File: config.mk
export PLATFORM = sky130hd
export DESIGN_NAME = snn_spike_scheduler
export DESIGN_NICKNAME = d
export VERILOG_FILES = /design/src/rtl/snn_sched_pkg.sv /design/src/rtl/snn_rr_arbiter.sv /design/src/rtl/snn_spike_scheduler.sv
export SDC_FILE = /design/constraint.sdc
export NUM_CORES = 1
export LEC_CHECK = 0
export ABC_AREA = 1
export BUFFER_PORTS_ARGS = -buffer_cell sky130_fd_sc_hd__clkbuf_2
export CAP_MARGIN = 15
export CORE_ASPECT_RATIO = 0.9
export CORE_MARGIN = 5
export CORE_UTILIZATION = 44
export CTS_CLUSTER_SIZE = 16
export DETAILED_ROUTE_END_ITERATION = 7
export PLACE_DENSITY = 0.67
export SYNTH_ARGS = -nofsm -noshare
export SYNTH_HDL_FRONTEND = slang
export SYNTH_SLANG_ARGS = --single-unit
File: constraint.sdc
create_clock -name clk -period 4.16 [get_ports clk]
set_input_delay 0.832 -clock clk [delete_from_list [all_inputs] [get_ports clk]]
set_output_delay 0.832 -clock clk [all_outputs]
set_load 0.05 [all_outputs]
File: src/rtl/snn_sched_pkg.sv
// -----------------------------------------------------------------------------
// snn_sched_pkg
// Shared types and constants for the spike scheduler.
//   sched_state_t : scheduler FSM states (IDLE, RUN, DRAIN, TICK)
//   DEF_*         : default parameter values
//   win_width()   : width of the per-timestep window counter
// -----------------------------------------------------------------------------
package snn_sched_pkg;

    typedef enum logic [1:0] {
        IDLE  = 2'd0,
        RUN   = 2'd1,
        DRAIN = 2'd2,
        TICK  = 2'd3
    } sched_state_t;

    localparam int DEF_NUM_SOURCES     = 4;
    localparam int DEF_TIMESTEP_CYCLES = 16;
    localparam int DEF_STEP_W          = 16;

    // Window counter only has to reach TIMESTEP_CYCLES-1.
    function automatic int win_width(input int cycles);
        return (cycles > 2) ? $clog2(cycles) : 1;
    endfunction

endpackage

File: src/rtl/snn_rr_arbiter.sv
// -----------------------------------------------------------------------------
// snn_rr_arbiter
// Combinational round-robin pick: first set bit of i_cand found when scanning
// upward from i_ptr, wrapping at NUM_SOURCES.
//   i_cand   [NUM_SOURCES] candidate request mask
//   i_ptr    [ADDR_W]      highest-priority index this cycle
//   o_winner [ADDR_W]      selected index (0 when nothing found)
//   o_found                at least one candidate was set
// -----------------------------------------------------------------------------
module snn_rr_arbiter #(
    parameter int NUM_SOURCES = 4,
    parameter int ADDR_W      = $clog2(NUM_SOURCES)
) (
    input  logic [NUM_SOURCES-1:0] i_cand,
    input  logic [ADDR_W-1:0]      i_ptr,
    output logic [ADDR_W-1:0]      o_winner,
    output logic                   o_found
);

    // One spare bit so ptr+offset cannot overflow before the wrap.
    logic [ADDR_W:0] w_idx;

    always_comb begin
        o_winner = '0;
        o_found  = 1'b0;
        w_idx    = '0;
        for (int k = 0; k < NUM_SOURCES; k++) begin
            w_idx = {1'b0, i_ptr} + (ADDR_W+1)'(k);
            if (w_idx >= (ADDR_W+1)'(NUM_SOURCES))
                w_idx = w_idx - (ADDR_W+1)'(NUM_SOURCES);
            if (!o_found && i_cand[w_idx[ADDR_W-1:0]]) begin
                o_found  = 1'b1;
                o_winner = w_idx[ADDR_W-1:0];
            end
        end
    end

endmodule

File: src/rtl/snn_spike_scheduler.sv
// -----------------------------------------------------------------------------
// snn_spike_scheduler
// Round-robin multiplexer of NUM_SOURCES spike requesters onto one valid/ready
// event channel, framed into fixed timesteps with a closing tick.
//   clk, rst       clock, asynchronous active-low reset
//   enable         keep running timesteps while high
//   req            level requests, held until grant or drop
//   grant          one-hot pulse, event accepted by the network
//   drop           per-source pulse, request discarded at timestep close
//   ev_valid/addr  registered event to the network; ev_ready accepts it
//   step_tick      one-cycle pulse at timestep close
//   step_count     completed timesteps (wraps)
//   overrun        sticky: some request was dropped since reset
// -----------------------------------------------------------------------------
module snn_spike_scheduler
    import snn_sched_pkg::*;
#(
    parameter int NUM_SOURCES     = DEF_NUM_SOURCES,   // >= 2
    parameter int TIMESTEP_CYCLES = DEF_TIMESTEP_CYCLES, // >= 3
    parameter int STEP_W          = DEF_STEP_W,
    parameter int ADDR_W          = $clog2(NUM_SOURCES)
) (
    input  logic                   clk,
    input  logic                   rst,
    input  logic                   enable,
    input  logic [NUM_SOURCES-1:0] req,
    output logic [NUM_SOURCES-1:0] grant,
    output logic [NUM_SOURCES-1:0] drop,
    output logic                   ev_valid,
    output logic [ADDR_W-1:0]      ev_addr,
    input  logic                   ev_ready,
    output logic                   step_tick,
    output logic [STEP_W-1:0]      step_count,
    output logic                   overrun
);

    localparam int                WIN_W    = win_width(TIMESTEP_CYCLES);
    localparam logic [WIN_W-1:0]  WIN_LAST = WIN_W'(TIMESTEP_CYCLES - 1);
    // Last window slot that may still load: leaves one cycle for the handshake
    // before the window closes.
    localparam logic [WIN_W-1:0]  WIN_LMAX = WIN_W'(TIMESTEP_CYCLES - 3);
    localparam logic [ADDR_W-1:0] ADDR_MAX = ADDR_W'(NUM_SOURCES - 1);

    sched_state_t          r_state;
    logic [WIN_W-1:0]      r_win;
    logic                  r_ev_valid;
    logic [ADDR_W-1:0]     r_ev_addr;
    logic [ADDR_W-1:0]     r_rr_ptr;
    logic [STEP_W-1:0]     r_step_count;
    logic                  r_overrun;

    logic                  w_hs;
    logic [NUM_SOURCES-1:0] w_grant;
    logic [NUM_SOURCES-1:0] w_drop;
    logic [NUM_SOURCES-1:0] w_cand;
    logic [ADDR_W-1:0]     w_winner;
    logic                  w_found;
    logic                  w_load;
    logic                  w_stuck;
    logic                  w_to_tick;
    logic [ADDR_W-1:0]     w_next_ptr;

    assign w_hs = r_ev_valid & ev_ready;

    always_comb begin
        w_grant = '0;
        for (int i = 0; i < NUM_SOURCES; i++)
            w_grant[i] = w_hs && (r_ev_addr == ADDR_W'(i));
    end

    // The source being accepted this cycle still shows req; exclude it.
    assign w_cand = req & ~w_grant;

    snn_rr_arbiter #(
        .NUM_SOURCES (NUM_SOURCES),
        .ADDR_W      (ADDR_W)
    ) u_arb (
        .i_cand   (w_cand),
        .i_ptr    (r_rr_ptr),
        .o_winner (w_winner),
        .o_found  (w_found)
    );

    assign w_next_ptr = (w_winner == ADDR_MAX) ? '0 : w_winner + 1'b1;
    assign w_load     = (r_state == RUN) && (r_win <= WIN_LMAX) && (!r_ev_valid || ev_ready);
    // Event still outstanding after this cycle's handshake.
    assign w_stuck    = r_ev_valid && !ev_ready;
    assign w_to_tick  = ((r_state == RUN) && (r_win == WIN_LAST) && !w_stuck) ||
                        ((r_state == DRAIN) && w_hs);

    always_ff @(posedge clk or negedge rst) begin
        if (!rst) begin
            r_state      <= IDLE;
            r_win        <= '0;
            r_ev_valid   <= 1'b0;
            r_ev_addr    <= '0;
            r_rr_ptr     <= '0;
            r_step_count <= '0;
            r_overrun    <= 1'b0;
        end else begin
            // Event register: load a new winner, or retire the accepted one.
            if (w_load) begin
                r_ev_valid <= w_found;
                if (w_found) begin
                    r_ev_addr <= w_winner;
                    r_rr_ptr  <= w_next_ptr;
                end
            end else if (w_hs) begin
                r_ev_valid <= 1'b0;
            end

            // step_count advances on entry to TICK so it reads updated there.
            if (w_to_tick)
                r_step_count <= r_step_count + 1'b1;

            case (r_state)
                IDLE: begin
                    if (enable) begin
                        r_state <= RUN;
                        r_win   <= '0;
                    end
                end
                RUN: begin
                    if (r_win == WIN_LAST)
                        r_state <= w_stuck ? DRAIN : TICK;
                    else
                        r_win <= r_win + 1'b1;
                end
                DRAIN: begin
                    if (w_hs)
                        r_state <= TICK;
                end
                TICK: begin
                    r_overrun <= r_overrun | (|w_drop);
                    r_win     <= '0;
                    r_state   <= enable ? RUN : IDLE;
                end
                default: r_state <= IDLE;
            endcase
        end
    end

    assign w_drop     = (r_state == TICK) ? (req & ~w_grant) : '0;

    assign grant      = w_grant;
    assign drop       = w_drop;
    assign ev_valid   = r_ev_valid;
    assign ev_addr    = r_ev_addr;
    assign step_tick  = (r_state == TICK);
    assign step_count = r_step_count;
    // Show a fresh drop in the TICK cycle itself, then hold it.
    assign overrun    = r_overrun | (|w_drop);

endmodule

# [Word-level counts from Yosys, hierarchy flattened]
# Cells that the tools add are included.
[word_totals] reg_bits=28 input_bits=8 output_inout_bits=29 wordCells=104
[classes] addsub=10 order_cmp=9 eq_ne=12 mux=33 bitwise_logic=4 n_reduce_logical=29
[ops] operator="$mux W2" count=12
[ops] operator="$add A16 B1 Y16 const B" count=1
[ops] operator="$logic_and A1 B1 Y1" count=13
[ops] operator="$lt A2 B3 Y1 const B" count=4
[ops] operator="$mux W1" count=12
[ops] operator="$mux W4" count=3
[ops] operator="$pmux W4 S3" count=1
[ops] operator="$eq A2 B2 Y1 const B" count=5
[ops] operator="$ge A3 B3 Y1 const B" count=3
[ops] operator="$bmux W1 S2" count=4
[ops] operator="$pmux W2 S4" count=1
[ops] operator="$sub A2 B1 Y2 const B" count=4
[ops] operator="$add A2 B2 Y3 const B" count=2
[ops] operator="$logic_not A1 Y1" count=6
[ops] operator="$ne A2 B2 Y1 const B" count=3
[ops] operator="$reduce_and A3 Y1" count=2
[ops] operator="$add A4 B1 Y4 const B" count=1
[ops] operator="$and A4 B4 Y4" count=1
[ops] operator="$eq A2 B1 Y1 const B" count=2
[ops] operator="$eq A4 B4 Y1 const B" count=1
[ops] operator="$le A4 B4 Y1 const B" count=1
[ops] operator="$logic_not A2 Y1" count=2
[ops] operator="$not A4 Y4" count=1
[ops] operator="$reduce_or A4 Y1" count=1
[ops] operator="other kinds (10)" count=11

# [Depth between registers and ports, before layout]
[depth] ltp_word=18 ltp_mapped=16 depth_no_buf=16

# [Modules after synthesis]
# Synthesis repeated with hierarchy kept, for this count alone.
[unflattened] hier_cells=299 hier_area_um2=2135.8
[by_module_without_submodules] mod="snn_spike_scheduler" n_inst=1 cells_per_inst=240 area_per_inst_um2=1816.7 seq_area_each_um2=700.7
[by_module_without_submodules] mod="snn_rr_arbiter" n_inst=1 cells_per_inst=59 area_per_inst_um2=319.1 seq_area_each_um2=0.0

# [Worst setup path after synthesis]
# No wires, ideal clock.
[synth_path] path_kind="input -> output" start="in ev_ready" end="out overrun" t_arrival_ns=2.324 t_required_ns=3.328 path_slack_ns=1.004 path_stages=6 n_path_buf=0 path_cell_list="nand2_1 inv_2 nand2_1 nand2_1 nor2_1 or4_1"
[synth_between] elab_chain_len=7 word_cells_on_any_way=10 classes_between="mux: 1; bitwise: 4; reduce/logical: 5"
[synth_lines] element="start, declared" line="snn_spike_scheduler.sv:31" text="input logic ev_ready,"
[synth_lines] element="$and A1 B1 Y1" line="snn_spike_scheduler.sv:63" text="assign w_hs = r_ev_valid & ev_ready;"
[synth_lines] element="$logic_and A1 B1 Y1" line="snn_spike_scheduler.sv:68" text="w_grant[i] = w_hs && (r_ev_addr == ADDR_W'(i));"
[synth_lines] element="$not A4 Y4" line="snn_spike_scheduler.sv:143" text="assign w_drop = (r_state == TICK) ? (req & ~w_grant) : '0;"
[synth_lines] element="$and A4 B4 Y4" line="snn_spike_scheduler.sv:143"
[synth_lines] element="$mux W4" line="snn_spike_scheduler.sv:143"
[synth_lines] element="net drop[3]" line="snn_spike_scheduler.sv:28" text="output logic [NUM_SOURCES-1:0] drop,"
[synth_lines] element="$reduce_or A4 Y1" line="snn_spike_scheduler.sv:152" text="assign overrun = r_overrun | (|w_drop);"
[synth_lines] element="$or A1 B1 Y1" line="snn_spike_scheduler.sv:152"
[synth_lines] element="end, declared" line="snn_spike_scheduler.sv:34" text="output logic overrun"
# The timed path passes the listed nets, and every way through them passes these cells.

# [Final worst setup path]
[layout_path] start="in ev_ready" end="out overrun"
[layout_between] elab_chain_len=7 word_cells_on_any_way=10 classes_between="mux: 1; bitwise: 4; reduce/logical: 5"
[layout_lines] element="$and A1 B1 Y1 *" line="snn_spike_scheduler.sv:63"
[layout_lines] element="$logic_and A1 B1 Y1" line="snn_spike_scheduler.sv:68"
[layout_lines] element="$not A4 Y4 *" line="snn_spike_scheduler.sv:143"
[layout_lines] element="$and A4 B4 Y4 *" line="snn_spike_scheduler.sv:143"
[layout_lines] element="$mux W4 *" line="snn_spike_scheduler.sv:143"
[layout_lines] element="$reduce_or A4 Y1 *" line="snn_spike_scheduler.sv:152"
[layout_lines] element="$or A1 B1 Y1 *" line="snn_spike_scheduler.sv:152"
# Mark *: on every way between the ends. The rest lies on a longest branch, timed or not.

==> results.py <==
metrics = {
    "pwr": {
        "ir_drop_mv": 0.388,
        "powerDensity_mw_per_mm2": 680,
        "pwr-share-clk_pct": 11.6,
        "p_comb_share_pct": 58.7,
        "swShare_pct": 53.9,
        "p_leak_nw": 1.20,
        "p_total_mw": 1.46,
        "p_seq_share_pct": 29.7,
        "switchingPower_mw": 0.786,
        "p_int_mw": 0.672,
    },
    "worst_setup_path": {
        "crit_arrival_ps": 2080,
        "crit_slowest_cell": "or4_1",
        "path_common_cell": "nand2_1",
        "crit_fanout": 6,
        "worstPathRequired_ps": 3330,
        "ff2ff_setup_slack_ps": 2130,
        "r2r-end": "r_rr_ptr[1]",
        "reg2regPathDepth": 10,
        "crit_type": "in -> out",
        "rr_startpoint": "r_rr_ptr[0]",
        "endpoint_kind": "primary output",
        "critPathLaunchType": "input port",
        "crit_chain": "clkbuf_2 > nand2_1 > inv_2 > nand2_1 > nand2_1 > o21ai_0 > or4_1 > clkbuf_2",
        "slowest_delay_ps": 410,
    },
    "clocking": {
        "clkSinkCount": 28,
        "cts_setup_buffers": 0,
        "clock_latency_ps": 270,
        "postCtsHoldBufs": 0,
        "cts_tree": "built",
        "cts_made_buffers": 3,
        "cts-root-buf": "clkbuf_8",
        "cts_max_level": 1,
        "clk_pin_slew_ps": 100,
        "clockBufferDepth": 2,
        "cts_resized": 0,
    },
    "finish": {
        "nets": 299,
        "final_cell_mix": "nand2_1, clkbuf_2, inv_1",
        "fin_cells": 328,
        "fillCellCount": 415,
        "final_common_cell": "nand2_1",
        "area_delta_synth_final_pct": 15.7,
        "diodes": 0,
        "layout-drive-gt1-share_pct": 20.4,
    },
    "global_routing": {
        "antenna_found_initial": 0,
        "globalRouteOverflowTotal": 0,
        "grt_pass1_wl_um": 6580,
        "gr-usage-all-layers_pct": 14.2,
        "grt_max_degree": 29,
        "grt_pass1_vias": 1417,
    },
    "sta": {
        "fmax_mhz": 344,
        "final.setup.tns_ps": 0,
        "finalHoldViolations": 0,
        "skew_ps": 8.27,
        "setup_viol": 0,
        "period_minus_slack_ps": 2910,
        "slew-limit-headroom_pct": 50.9,
        "grt_setup_unrepaired": "false",
        "slew_viol_final": 0,
        "timing.final.crit_share_pct": 70.0,
        "worstMarginPinSlew_ps": 736,
    },
    "synth": {
        "synth-seq-cells": 28,
        "synth_cell_types": 30,
        "synth_cells": 241,
        "yosysSeqAreaShare_pct": 37.8,
        "synthesis.area_mm2": 0.00185,
        "synth.net_count": 259,
        "synth_warnings": 0,
        "avgSynthCellArea_um2": 7.69,
    },
    "placed_design": {
        "gp_congestion": 0.813,
        "hpwl_um": 2970,
        "placed_cells": 324,
        "port_buffers": 36,
    },
    "routing": {
        "drtIter0Drc": 55,
        "first_pass_iters": 4,
        "drc": 0,
        "avgRoutedWirePerCell_um": 11.6,
        "vias_per_cell": 4.92,
        "finalWirelength_um": 3810,
        "ant_nets": 0,
        "vias": 1613,
    },
    "hold_path": {
        "min-delay-path-class": "reg -> reg",
        "whs_path_depth": 1,
        "hold_end": "r_overrun",
        "hp-start": "r_overrun",
    },
    "floorplanning": {
        "die_area_mm2": 0.00561,
        "die_x_um": 78.4,
        "chipHeight_um": 71.6,
        "core_mm2": 0.00407,
        "pin_count": 37,
        "start_util_pct": 45.5,
        "row_count": 22,
    },
    "status": {
        "status": "complete, no violations",
    },
    "job": {
        "max_cap_violations": 0,
    },
}
==> per-stage QoR <==
step	hold WS, ps	worst slack, ps	area (um2)	utilization [%]
global route	507	1150	2140	52.6
finish	487	1250	2140	52.6
floorplan	431	1000	1850	-
global placement	453	1300	2090	51.3
detailed placement	469	1260	2090	51.3
CTS	492	1260	2140	52.6
==> worst max-delay path: cells and delay by family <==
family / cells / cell delay, ps
simple gates: 4 / 710
buf+inv: 3 / 440
compound gates: 1 / 100
==> power groups by stage <==
stage | sequential [mW] | clock [mW] | combinational, mW
finish | 0.433 | 0.169 | 0.856
detailed placement | 0.438 | 0 | 0.857
global route | 0.447 | 0.187 | 0.968
floorplan | 0.551 | 0 | 0.561
global placement | 0.437 | 0 | 0.849
CTS | 0.433 | 0.178 | 0.862
==> worst max path at each step <==
| stage | from | end | slack, ps | cells past startpoint |
|---|---|---|---|---|
| 2_1_floorplan | ev_ready | overrun | 1000 | 6 |
| 3_3_place_gp | ev_ready | overrun | 1300 | 8 |
| 3_5_place_dp | ev_ready | overrun | 1260 | 8 |
| 4_1_cts | ev_ready | overrun | 1260 | 8 |
| 5_1_grt | ev_ready | overrun | 1150 | 8 |
| 6_report | ev_ready | overrun | 1250 | 8 |
==> kinds of logic (layout without fill, tap and decap cells) <==
family / after synthesis / after routing / share of synthesized area [%]
DFF: 28 / 28 / 37.8
buffers and inverters: 38 / 77 / 7.76
and+or+nand+nor: 132 / 132 / 34.1
AOI/OAI and AO/OA: 17 / 17 / 5.26
xor gates and xnor gates: 16 / 16 / 8.37
adders and majority gates: 10 / 10 / 6.75
==> flip-flops by register name, indices dropped and copies added (netlist names) <==
signal and count:
ev_addr 2, ev_valid 1, r_overrun 1, r_rr_ptr 2, r_state 2, r_win 4, step_count 16
==> synthesized netlist by cell type <==
cell | n | area, um2
nor2_4 | 2 | 22.5
xnor2_1 | 6 | 52.6
nand4_1 | 6 | 37.5
a22oi_1 | 2 | 15.0
ha_1 | 10 | 125
nand2_4 | 2 | 22.5
nand2_1 | 66 | 248
o21ai_0 | 9 | 45.0
xor2_1 | 8 | 70.1
o21ai_1 | 2 | 10.0
nor2_2 | 2 | 12.5
and3_1 | 1 | 6.26
o211ai_1 | 2 | 15.0
inv_1 | 32 | 120
dfrtp_1 | 28 | 701
a21oi_1 | 1 | 5.00
or4_1 | 2 | 15.0
nor4_1 | 3 | 18.8
buf_2 | 1 | 5.00
nor3_4 | 1 | 16.3
nand4_2 | 1 | 12.5
clkinv_1 | 1 | 3.75
o21a_1 | 1 | 7.51
nor3_1 | 2 | 10.0
nand2_2 | 3 | 18.8
xnor2_2 | 2 | 32.5
nor2_1 | 13 | 48.8
nand3b_1 | 1 | 7.51
inv_2 | 4 | 15.0
nand3_1 | 27 | 135
==> area by class of cell <==
type | instances | area [um2] | share of cell area, %
clock buffer | 4 | 55.1 | 2.57
tap | 48 | 60.1 | 2.80
timing repair buffer | 36 | 180 | 8.40
sequential | 28 | 701 | 32.7
inverter | 37 | 139 | 6.48
multi-input combinational | 175 | 1010 | 47.1
==> per-layer routing <==
metal / GRT usage (%) / up-vias / wire length (um)
met5: 0 / - / 0
met4: 2.33 / 0 / 22
met3: 3.14 / 2 / 112
met2: 21.7 / 23 / 1680
met1: 21.1 / 732 / 2000
li1: - / 856 / -
Note: power is estimated with default switching activity, not from simulation.
